`config.mk`:
```
export PLATFORM = sky130hd
export DESIGN_NAME = mem_bus_if_flat
export DESIGN_NICKNAME = d
export VERILOG_FILES = /design/src/rtl/mem_bus_if_pkg.sv /design/src/rtl/mem_bus_if_if.sv /design/src/rtl/mem_bus_if.sv /design/src/flat_wrapper.sv
export SDC_FILE = /design/constraint.sdc
export NUM_CORES = 1
export LEC_CHECK = 0
export CAP_MARGIN = 20
export CORE_UTILIZATION = 42
export DETAILED_ROUTE_END_ITERATION = 12
export GPL_TIMING_DRIVEN = 0
export PLACE_DENSITY = 0.84
export SLEW_MARGIN = 20
export SYNTH_ARGS = -nofsm -noshare
export SYNTH_HDL_FRONTEND = slang
export SYNTH_SLANG_ARGS = --single-unit
```
`constraint.sdc`:
```
create_clock -name clk -period 3 [get_ports clk]
set_input_delay 0.75 -clock clk [delete_from_list [all_inputs] [get_ports clk]]
set_output_delay 0.75 -clock clk [all_outputs]
set_load 0.005 [all_outputs]
```
`src/rtl/mem_bus_if_pkg.sv`:
```
// ============================================================================
// mem_bus_if_pkg : shared encodings for the memory-stage bus interface
// Rev 1.0
// ============================================================================
`default_nettype none

`ifndef MEM_BUS_IF_PAGE_FIELD
`define MEM_BUS_IF_PAGE_FIELD(aw) ((aw)-1) -: 3
`endif

package mem_bus_if_pkg;

    localparam int         WORD_ADDR_W_DEF = 30;
    localparam int         WORD_DATA_W_DEF = 32;
    localparam logic [2:0] SPM_PAGE_DEF    = 3'b011;

    localparam logic READ  = 1'b1;
    localparam logic WRITE = 1'b0;

    typedef enum logic [1:0] {
        BUS_IF_STATE_IDLE   = 2'd0,
        BUS_IF_STATE_REQ    = 2'd1,
        BUS_IF_STATE_ACCESS = 2'd2,
        BUS_IF_STATE_STALL  = 2'd3
    } bus_if_state_e;

endpackage

`default_nettype wire

```
`src/rtl/mem_bus_if_if.sv`:
```
// ============================================================================
// mem_bus_if_if : upstream, SPM and system-bus signals of the bus interface
// Rev 1.0
// ============================================================================
`default_nettype none

interface mem_bus_if_if
    import mem_bus_if_pkg::*;
#(
    parameter int WORD_ADDR_W = WORD_ADDR_W_DEF,
    parameter int WORD_DATA_W = WORD_DATA_W_DEF
);
    logic                   stall;
    logic                   flush;
    logic                   busy;
    logic [WORD_ADDR_W-1:0] addr;
    logic                   as_;
    logic                   rw;
    logic [WORD_DATA_W-1:0] wr_data;
    logic [WORD_DATA_W-1:0] rd_data;

    logic [WORD_DATA_W-1:0] spm_rd_data;
    logic [WORD_ADDR_W-1:0] spm_addr;
    logic                   spm_as_;
    logic                   spm_rw;
    logic [WORD_DATA_W-1:0] spm_wr_data;

    logic [WORD_DATA_W-1:0] bus_rd_data;
    logic                   bus_rdy_;
    logic                   bus_grnt_;
    logic                   bus_req_;
    logic [WORD_ADDR_W-1:0] bus_addr;
    logic                   bus_as_;
    logic                   bus_rw;
    logic [WORD_DATA_W-1:0] bus_wr_data;

    modport slave (
        input  stall, flush, addr, as_, rw, wr_data,
        input  spm_rd_data, bus_rd_data, bus_rdy_, bus_grnt_,
        output busy, rd_data, spm_addr, spm_as_, spm_rw, spm_wr_data,
        output bus_req_, bus_addr, bus_as_, bus_rw, bus_wr_data
    );

    modport master (
        output stall, flush, addr, as_, rw, wr_data,
        output spm_rd_data, bus_rd_data, bus_rdy_, bus_grnt_,
        input  busy, rd_data, spm_addr, spm_as_, spm_rw, spm_wr_data,
        input  bus_req_, bus_addr, bus_as_, bus_rw, bus_wr_data
    );
endinterface

`default_nettype wire

```
`src/rtl/mem_bus_if.sv`:
```
// ============================================================================
// mem_bus_if : routes memory-stage accesses to the SPM or the shared system bus
// Rev 1.0
// ============================================================================
`default_nettype none

module mem_bus_if
    import mem_bus_if_pkg::*;
#(
    parameter int         WORD_ADDR_W = WORD_ADDR_W_DEF,
    parameter int         WORD_DATA_W = WORD_DATA_W_DEF,
    parameter logic [2:0] SPM_PAGE    = SPM_PAGE_DEF
) (
    input  wire logic      clk,
    input  wire logic      reset_,
    mem_bus_if_if.slave    bif
);

    bus_if_state_e          r_state;
    logic                   r_bus_req_;
    logic [WORD_ADDR_W-1:0] r_bus_addr;
    logic                   r_bus_as_;
    logic                   r_bus_rw;
    logic [WORD_DATA_W-1:0] r_bus_wr_data;
    logic [WORD_DATA_W-1:0] r_rd_buf;

    logic                   w_spm_hit;
    logic                   w_busy;
    logic [WORD_DATA_W-1:0] w_rd_data;
    logic                   w_spm_as_;

    assign w_spm_hit = (bif.addr[`MEM_BUS_IF_PAGE_FIELD(WORD_ADDR_W)] == SPM_PAGE);

    always_ff @(posedge clk or negedge reset_) begin
        if (!reset_) begin
            r_state       <= BUS_IF_STATE_IDLE;
            r_bus_req_    <= 1'b1;
            r_bus_addr    <= '0;
            r_bus_as_     <= 1'b1;
            r_bus_rw      <= READ;
            r_bus_wr_data <= '0;
            r_rd_buf      <= '0;
        end else begin
            case (r_state)
                BUS_IF_STATE_IDLE: begin
                    if (!bif.flush && !bif.as_ && !w_spm_hit) begin
                        r_state       <= BUS_IF_STATE_REQ;
                        r_bus_req_    <= 1'b0;
                        r_bus_addr    <= bif.addr;
                        r_bus_rw      <= bif.rw;
                        r_bus_wr_data <= bif.wr_data;
                    end
                end
                BUS_IF_STATE_REQ: begin
                    if (!bif.bus_grnt_) begin
                        r_state   <= BUS_IF_STATE_ACCESS;
                        r_bus_as_ <= 1'b0;
                    end
                end
                BUS_IF_STATE_ACCESS: begin
                    // Strobe is a single-cycle pulse; completion depends on ready only
                    r_bus_as_ <= 1'b1;
                    if (!bif.bus_rdy_) begin
                        r_bus_req_    <= 1'b1;
                        r_bus_addr    <= '0;
                        r_bus_rw      <= READ;
                        r_bus_wr_data <= '0;
                        if (r_bus_rw == READ) begin
                            r_rd_buf <= bif.bus_rd_data;
                        end
                        r_state <= bif.stall ? BUS_IF_STATE_STALL : BUS_IF_STATE_IDLE;
                    end
                end
                BUS_IF_STATE_STALL: begin
                    if (!bif.stall) begin
                        r_state <= BUS_IF_STATE_IDLE;
                    end
                end
                default: r_state <= BUS_IF_STATE_IDLE;
            endcase
        end
    end

    // No strobe and no stall request while reset is held
    always_comb begin
        w_busy    = 1'b0;
        w_rd_data = '0;
        w_spm_as_ = 1'b1;
        if (reset_) begin
            case (r_state)
                BUS_IF_STATE_IDLE: begin
                    if (!bif.flush && !bif.as_) begin
                        if (w_spm_hit) begin
                            w_spm_as_ = 1'b0;
                            w_rd_data = bif.spm_rd_data;
                        end else begin
                            w_busy = 1'b1;
                        end
                    end
                end
                BUS_IF_STATE_REQ: w_busy = 1'b1;
                BUS_IF_STATE_ACCESS: begin
                    if (bif.bus_rdy_) begin
                        w_busy = 1'b1;
                    end else if (r_bus_rw == READ) begin
                        w_rd_data = bif.bus_rd_data;
                    end
                end
                BUS_IF_STATE_STALL: w_rd_data = r_rd_buf;
                default: w_busy = 1'b0;
            endcase
        end
    end

    assign bif.busy        = w_busy;
    assign bif.rd_data     = w_rd_data;
    assign bif.spm_as_     = w_spm_as_;
    assign bif.spm_addr    = bif.addr;
    assign bif.spm_rw      = bif.rw;
    assign bif.spm_wr_data = bif.wr_data;
    assign bif.bus_req_    = r_bus_req_;
    assign bif.bus_addr    = r_bus_addr;
    assign bif.bus_as_     = r_bus_as_;
    assign bif.bus_rw      = r_bus_rw;
    assign bif.bus_wr_data = r_bus_wr_data;

endmodule

`default_nettype wire
```
`src/flat_wrapper.sv`:
```
// flat-port wrapper written by rule: the top's interface ports become plain ports
module mem_bus_if_flat import mem_bus_if_pkg::*;
#(
    parameter int         WORD_ADDR_W = WORD_ADDR_W_DEF,
    parameter int         WORD_DATA_W = WORD_DATA_W_DEF,
    parameter logic [2:0] SPM_PAGE    = SPM_PAGE_DEF
)
  (clk, reset_, bif_stall, bif_flush, bif_addr, bif_as_, bif_rw, bif_wr_data, bif_spm_rd_data, bif_bus_rd_data, bif_bus_rdy_, bif_bus_grnt_, bif_busy, bif_rd_data, bif_spm_addr, bif_spm_as_, bif_spm_rw, bif_spm_wr_data, bif_bus_req_, bif_bus_addr, bif_bus_as_, bif_bus_rw, bif_bus_wr_data);
  mem_bus_if_if #(.WORD_ADDR_W(WORD_ADDR_W), .WORD_DATA_W(WORD_DATA_W)) bif_i ();
  input  wire logic clk;
  input  wire logic reset_;
  input wire logic [$bits(bif_i.stall)-1:0] bif_stall;
  input wire logic [$bits(bif_i.flush)-1:0] bif_flush;
  input wire logic [$bits(bif_i.addr)-1:0] bif_addr;
  input wire logic [$bits(bif_i.as_)-1:0] bif_as_;
  input wire logic [$bits(bif_i.rw)-1:0] bif_rw;
  input wire logic [$bits(bif_i.wr_data)-1:0] bif_wr_data;
  input wire logic [$bits(bif_i.spm_rd_data)-1:0] bif_spm_rd_data;
  input wire logic [$bits(bif_i.bus_rd_data)-1:0] bif_bus_rd_data;
  input wire logic [$bits(bif_i.bus_rdy_)-1:0] bif_bus_rdy_;
  input wire logic [$bits(bif_i.bus_grnt_)-1:0] bif_bus_grnt_;
  output wire logic [$bits(bif_i.busy)-1:0] bif_busy;
  output wire logic [$bits(bif_i.rd_data)-1:0] bif_rd_data;
  output wire logic [$bits(bif_i.spm_addr)-1:0] bif_spm_addr;
  output wire logic [$bits(bif_i.spm_as_)-1:0] bif_spm_as_;
  output wire logic [$bits(bif_i.spm_rw)-1:0] bif_spm_rw;
  output wire logic [$bits(bif_i.spm_wr_data)-1:0] bif_spm_wr_data;
  output wire logic [$bits(bif_i.bus_req_)-1:0] bif_bus_req_;
  output wire logic [$bits(bif_i.bus_addr)-1:0] bif_bus_addr;
  output wire logic [$bits(bif_i.bus_as_)-1:0] bif_bus_as_;
  output wire logic [$bits(bif_i.bus_rw)-1:0] bif_bus_rw;
  output wire logic [$bits(bif_i.bus_wr_data)-1:0] bif_bus_wr_data;
  assign bif_i.stall = bif_stall;
  assign bif_i.flush = bif_flush;
  assign bif_i.addr = bif_addr;
  assign bif_i.as_ = bif_as_;
  assign bif_i.rw = bif_rw;
  assign bif_i.wr_data = bif_wr_data;
  assign bif_i.spm_rd_data = bif_spm_rd_data;
  assign bif_i.bus_rd_data = bif_bus_rd_data;
  assign bif_i.bus_rdy_ = bif_bus_rdy_;
  assign bif_i.bus_grnt_ = bif_bus_grnt_;
  assign bif_busy = bif_i.busy;
  assign bif_rd_data = bif_i.rd_data;
  assign bif_spm_addr = bif_i.spm_addr;
  assign bif_spm_as_ = bif_i.spm_as_;
  assign bif_spm_rw = bif_i.spm_rw;
  assign bif_spm_wr_data = bif_i.spm_wr_data;
  assign bif_bus_req_ = bif_i.bus_req_;
  assign bif_bus_addr = bif_i.bus_addr;
  assign bif_bus_as_ = bif_i.bus_as_;
  assign bif_bus_rw = bif_i.bus_rw;
  assign bif_bus_wr_data = bif_i.bus_wr_data;
  mem_bus_if #(.WORD_ADDR_W(WORD_ADDR_W), .WORD_DATA_W(WORD_DATA_W), .SPM_PAGE(SPM_PAGE)) u_core (.clk(clk), .reset_(reset_), .bif(bif_i));
endmodule
```
== Word-level counts from Yosys, hierarchy flattened ==
Index checks and enable logic that the tools add are counted.

* Flip-flop bits (word level): 99
* Input bits: 134
* Output and inout bits: 162

* Eq/ne operators: 8
* Mux-type cells: 33
* Bitwise logic cells: 1
* Reduce and logical (&&, ||, !) cells: 12

{| class="wikitable"
|+ Operator list
! operator !! count
|-
| 32-bit 2-to-1 mux || 7
|-
| 32-bit case mux with 3 select lines || 1
|-
| 32-bit case mux with 2 select lines || 1
|-
| 30-bit 2-to-1 mux || 2
|-
| 30-bit case mux with 2 select lines || 1
|-
| 1-bit 2-to-1 mux || 11
|-
| 2-bit 2-to-1 mux || 5
|-
| 2-bit case mux with 4 select lines || 1
|-
| 2-bit inequality test (second input constant) || 3
|-
| 1-bit case mux with 2 select lines || 3
|-
| 3-bit AND reduction || 2
|-
| 2-bit == test (second input constant) || 2
|-
| 4-bit AND reduction || 1
|-
| 2-bit nonzero test || 2
|-
| 3-bit by 2-bit == test with 1-bit output (second input constant) || 1
|-
| 1-bit logical NOT || 3
|-
| 1-bit case mux with 3 select lines || 1
|-
| 2-bit by 1-bit == test with 1-bit output (second input constant) || 1
|-
| 1-bit logical AND || 2
|-
| 2-bit logical NOT || 1
|-
| 2-bit by 1-bit inequality test with 1-bit output (second input constant) || 1
|-
| 2-bit AND reduction || 1
|-
| 1-bit NOT || 1
|}

== Logic depth before layout (Yosys ltp) ==
* Depth in word-level cells: 5
* Mapped depth: 6

== Least setup slack after synthesis ==
OpenSTA, ideal clock, no wires.

* Kind: input to output
* Start: input bif_addr[27]
* End: output bif_rd_data[22]
* Arrival: 1.727 ns
* Data required time: 2.250 ns
* Setup slack: 0.523 ns
* Cell stages on the path: 5
* Buffers on the path: 2
* Cells stage by stage: and3b_1 -> and3_1 -> buf_4 -> buf_6 -> a221o_1

* Cells in the longest elaborated chain, start to end: 5

{| class="wikitable"
|+ RTL lines
! element !! RTL line !! RTL
|-
| from (decl) || flat_wrapper.sv:14 || <nowiki>input wire logic [$bits(bif_i.addr)-1:0] bif_addr;</nowiki>
|-
| 3-bit by 2-bit == test with 1-bit output || mem_bus_if.sv:32 || <nowiki>assign w_spm_hit = (bif.addr[`MEM_BUS_IF_PAGE_FIELD(WORD_ADDR_W)] == SPM_PAGE);</nowiki>
|-
| 32-bit 2-to-1 mux || mem_bus_if.sv:93 || <nowiki>if (w_spm_hit) begin</nowiki>
|-
| 32-bit 2-to-1 mux || mem_bus_if.sv:92 || <nowiki>if (!bif.flush && !bif.as_) begin</nowiki>
|-
| 32-bit case mux with 3 select lines || mem_bus_if.sv:90 || <nowiki>case (r_state)</nowiki>
|-
| 32-bit 2-to-1 mux || mem_bus_if.sv:89 || <nowiki>if (reset_) begin</nowiki>
|-
| to (decl) || flat_wrapper.sv:23 || <nowiki>output wire logic [$bits(bif_i.rd_data)-1:0] bif_rd_data;</nowiki>
|}

Every way passes these cells.

== Worst setup path in the final report ==
* Start: input bif_addr[28]
* End: output bif_rd_data[20]

The elaborated chain is that of the path after synthesis.

==> reports/qor.csv <==
metric,value,unit
n_antenna_cell,0,
wl,16.3,mm
setup_tns,0,ns
startpoint_type,input pin,
path_delay_family,buffers and inverters,
worst_slew_pin_slew,0.480,ns
place_area,8530,µm²
skew,0.00795,ns
critical-path-max-stage-delay,0.33,ns
finish.utilization,0.732,
synth_xor_area_frac,0,
dp_hpwl,12.5,mm
wl_per_cell,16.6,µm
nets,947,
cts_buffers,9,
io_buffer_count,295,
critPathBufInv,4,
clock-sinks,99,
synth_fa_ha_area_frac,0,
ir_worst_vdd,0.458,mV
grt_pass1_wl,24.4,mm
setup_violations,0,
syn-instance-count,502,
clk_pin_slew_worst_paths,0.07,ns
postCtsHoldBufs,0,
cts_tree,yes,
hold_path.class,input pin to asynchronous set/reset pin,
cts-htree-levels,3,
synth_top_area_share,0.450,
rows,40,
seq_area_frac_synth,0.465,
gr-total-overflow,0,
dp.cells,966,
die_h,115,µm
rsz0062_at_grt,yes,
clock_latency,0.34,ns
synth_area,5340,µm²
final-max-slew-violation-count,0,
drt_iter0_drc,167,
critPathArrivalTime,2.21,ns
gp_congestion,0.786,
end_kind,primary output,
timing.final.crit_share,0.987,
fin_cells,986,
synth_area_leaders,"dfrtp_1 (45%), mux2i_1 (11%), buf_4 (9.1%)",
clockBufferDepth,2,
cpMostUsedCell,buf_6,
yosys.area_share.simple,0.0996,
synth_compound_area_frac,0.0719,
clockRootBuffer,clkbuf_16,
critPathKind,input pin to primary output,
critPathMaxFanout,10,
worstPathCellList,"clkdlybuf4s15_2, and3b_2, and3_1, buf_6, buf_6, a221o_1, dlygate4sd2_1",
start_util,0.437,
grt_pass1_vias,4905,
powerDensity,701,nW/µm²
layout-drive-gt1-share,0.198,
worstPathRequired,2.25,ns
grt_max_degree,29,
vias,4697,
die_area,13200,µm²
ioPinCount,296,
vias_per_cell,4.76,
synth_area_per_cell,10.6,µm²
crit_slowest_cell,a221o_1,
synth_top_family_by_area,multiplexers,
relSlewSlack,0.680,
core_area,12200,µm²
leakage,0.00464,µW
synth_mux_area_frac,0.184,
yosysTopAreaCell,dfrtp_1,
ys_ff_latch,99,
die_w,115,µm
globalRouteTotalUtil,0.245,
antenna_found_initial,0,
post-route-min-period,2.96,ns
hold_violations,0,
synth_nets,636,
drc,0,
dr.pass1.iters,4,
status,"finished, final reports clean",
stdcell_area,8940,µm²
fmaxAchievable,338,MHz
ant_nets,0,
cap_viol_max_count,0,
syn_to_final_growth,67.5,%
yosys_warnings,0,
synth.distinct_cells,27,
finalPower,6270,µW
==> what timing repair did <==
action / 4_1_cts / 5_1_grt
endpoints found under the setup margin: 34 / 20
resized for setup: 84 / 16
pin swaps: 7 / 1
endpoints found under the hold margin: 0 / 0
cloned: 2 / 0
buffers inserted: 2 / 1
==> layout by cell type (no fill, tap or decap), types with 7 or more instances in the layout <==
master and instances:
and3_1 33, buf_6 13, nand2_1 62, dfrtp_1 96, mux2i_1 61, a221o_1 32, inv_1 65, clkbuf_1 7
buf_2 11, clkbuf_16 9, buf_4 68, dlygate4sd2_1 9, mux2_2 33, clkdlybuf4s50_1 256, clkdlybuf4s15_1 18
==> registers in the layout, summed over array words and instances (netlist names) <==
name and count:
u_core.r_rd_buf 32, u_core.bif.bus_addr 30, u_core.bif.bus_as_ 1, u_core.r_state 2, u_core.bif.bus_wr_data 32, u_core.bif.bus_req_ 1
u_core.bif.bus_rw 1
==> metrics by stage <==
step / setup slack, ns / hold slack, ns
6_report: 0.0394 / 0.239
4_1_cts: 0.00757 / 0.231
3_3_place_gp: -4.19 / 0.448
3_5_place_dp: -0.892 / 0.458
5_1_grt: -0.00560 / 0.237
2_1_floorplan: 0.523 / 0.449
==> final timing paths <==
kind	endpoint	from	slack, ns	cells after the start
worst min-delay path	u_core.bif.bus_addr[16]$_DFFE_PN0P_	reset_	0.24	1
max in group asynchronous	u_core.r_rd_buf[14]$_DFFE_PN0P_	reset_	2.25	2
worst max-delay path	bif_rd_data[20]	bif_addr[28]	0.04	7
worst min register to register	u_core.bif.bus_req_$_DFFE_PN1P_	u_core.bif.bus_req_$_DFFE_PN1P_	0.47	2
worst max register to register	u_core.bif.bus_wr_data[26]$_DFFE_PN0P_	u_core.r_state[0]$_DFFE_PN0P_	1.30	5
min in group clk	u_core.bif.bus_req_$_DFFE_PN1P_	u_core.bif.bus_req_$_DFFE_PN1P_	0.47	2
==> kinds of logic after synthesis <==
logic type / Yosys count
buf+inv: 161
mux: 94
flops: 99
simple gates: 107
compound gates: 41
==> cells in the mapped netlist <==
| cell | count |
|---|---|
| inv_1 | 65 |
| and2_1 | 1 |
| or2b_1 | 1 |
| a21oi_1 | 4 |
| nand2b_1 | 3 |
| and3b_1 | 1 |
| a21boi_1 | 1 |
| a31o_2 | 1 |
| a221o_1 | 32 |
| buf_2 | 6 |
| mux2_2 | 33 |
| nand2_1 | 62 |
| o31ai_1 | 1 |
| and4bb_1 | 1 |
| clkbuf_1 | 11 |
| nor3_1 | 1 |
| mux2i_1 | 61 |
| or3b_1 | 1 |
| o311a_1 | 1 |
| buf_6 | 14 |
| buf_4 | 65 |
| nor4_2 | 1 |
| and3_1 | 34 |
| a32o_1 | 1 |
| nor2b_1 | 1 |
| dfrtp_1 | 96 |
| dfstp_2 | 3 |
==> worst reg2reg max path, stage by stage, from the launching register on <==
cell and delay, ns:
dfrtp_1 0.48, or3b_1 0.39, buf_2 0.21, clkbuf_1 0.28
nand2_1 0.15, mux2i_1 0.08
==> power by group <==
group / internal (µW) / leakage [µW] / switching, µW
registers: 1960 / 0.00125 / 358
clock network: 712 / 0.000155 / 486
logic: 1700 / 0.00324 / 1050
total: 4380 / 0.00464 / 1890
==> final cells by class <==
cell class,instances,area (µm²)
Multi-Input combinational cell,242,1910
Sequential cell,99,2480
Clock inverter,4,47.5
Timing Repair Buffer,301,3040
Tap cell,168,210
Inverter,65,244
Clock buffer,12,267
Buffer,95,736
Fill cell,897,3270
==> layer usage <==
| metal | wire length [µm] | GRT usage | share of wire | vias up |
|---|---|---|---|---|
| li1 | - | - | - | 2245 |
| met1 | 5820 | 0.244 | 0.36 | 2225 |
| met2 | 8360 | 0.455 | 0.51 | 199 |
| met3 | 1690 | 0.0880 | 0.10 | 28 |
| met4 | 467 | 0.109 | 0.029 | 0 |
| met5 | 0 | 0 | 0 | - |
(Power assumes the default switching activity.)
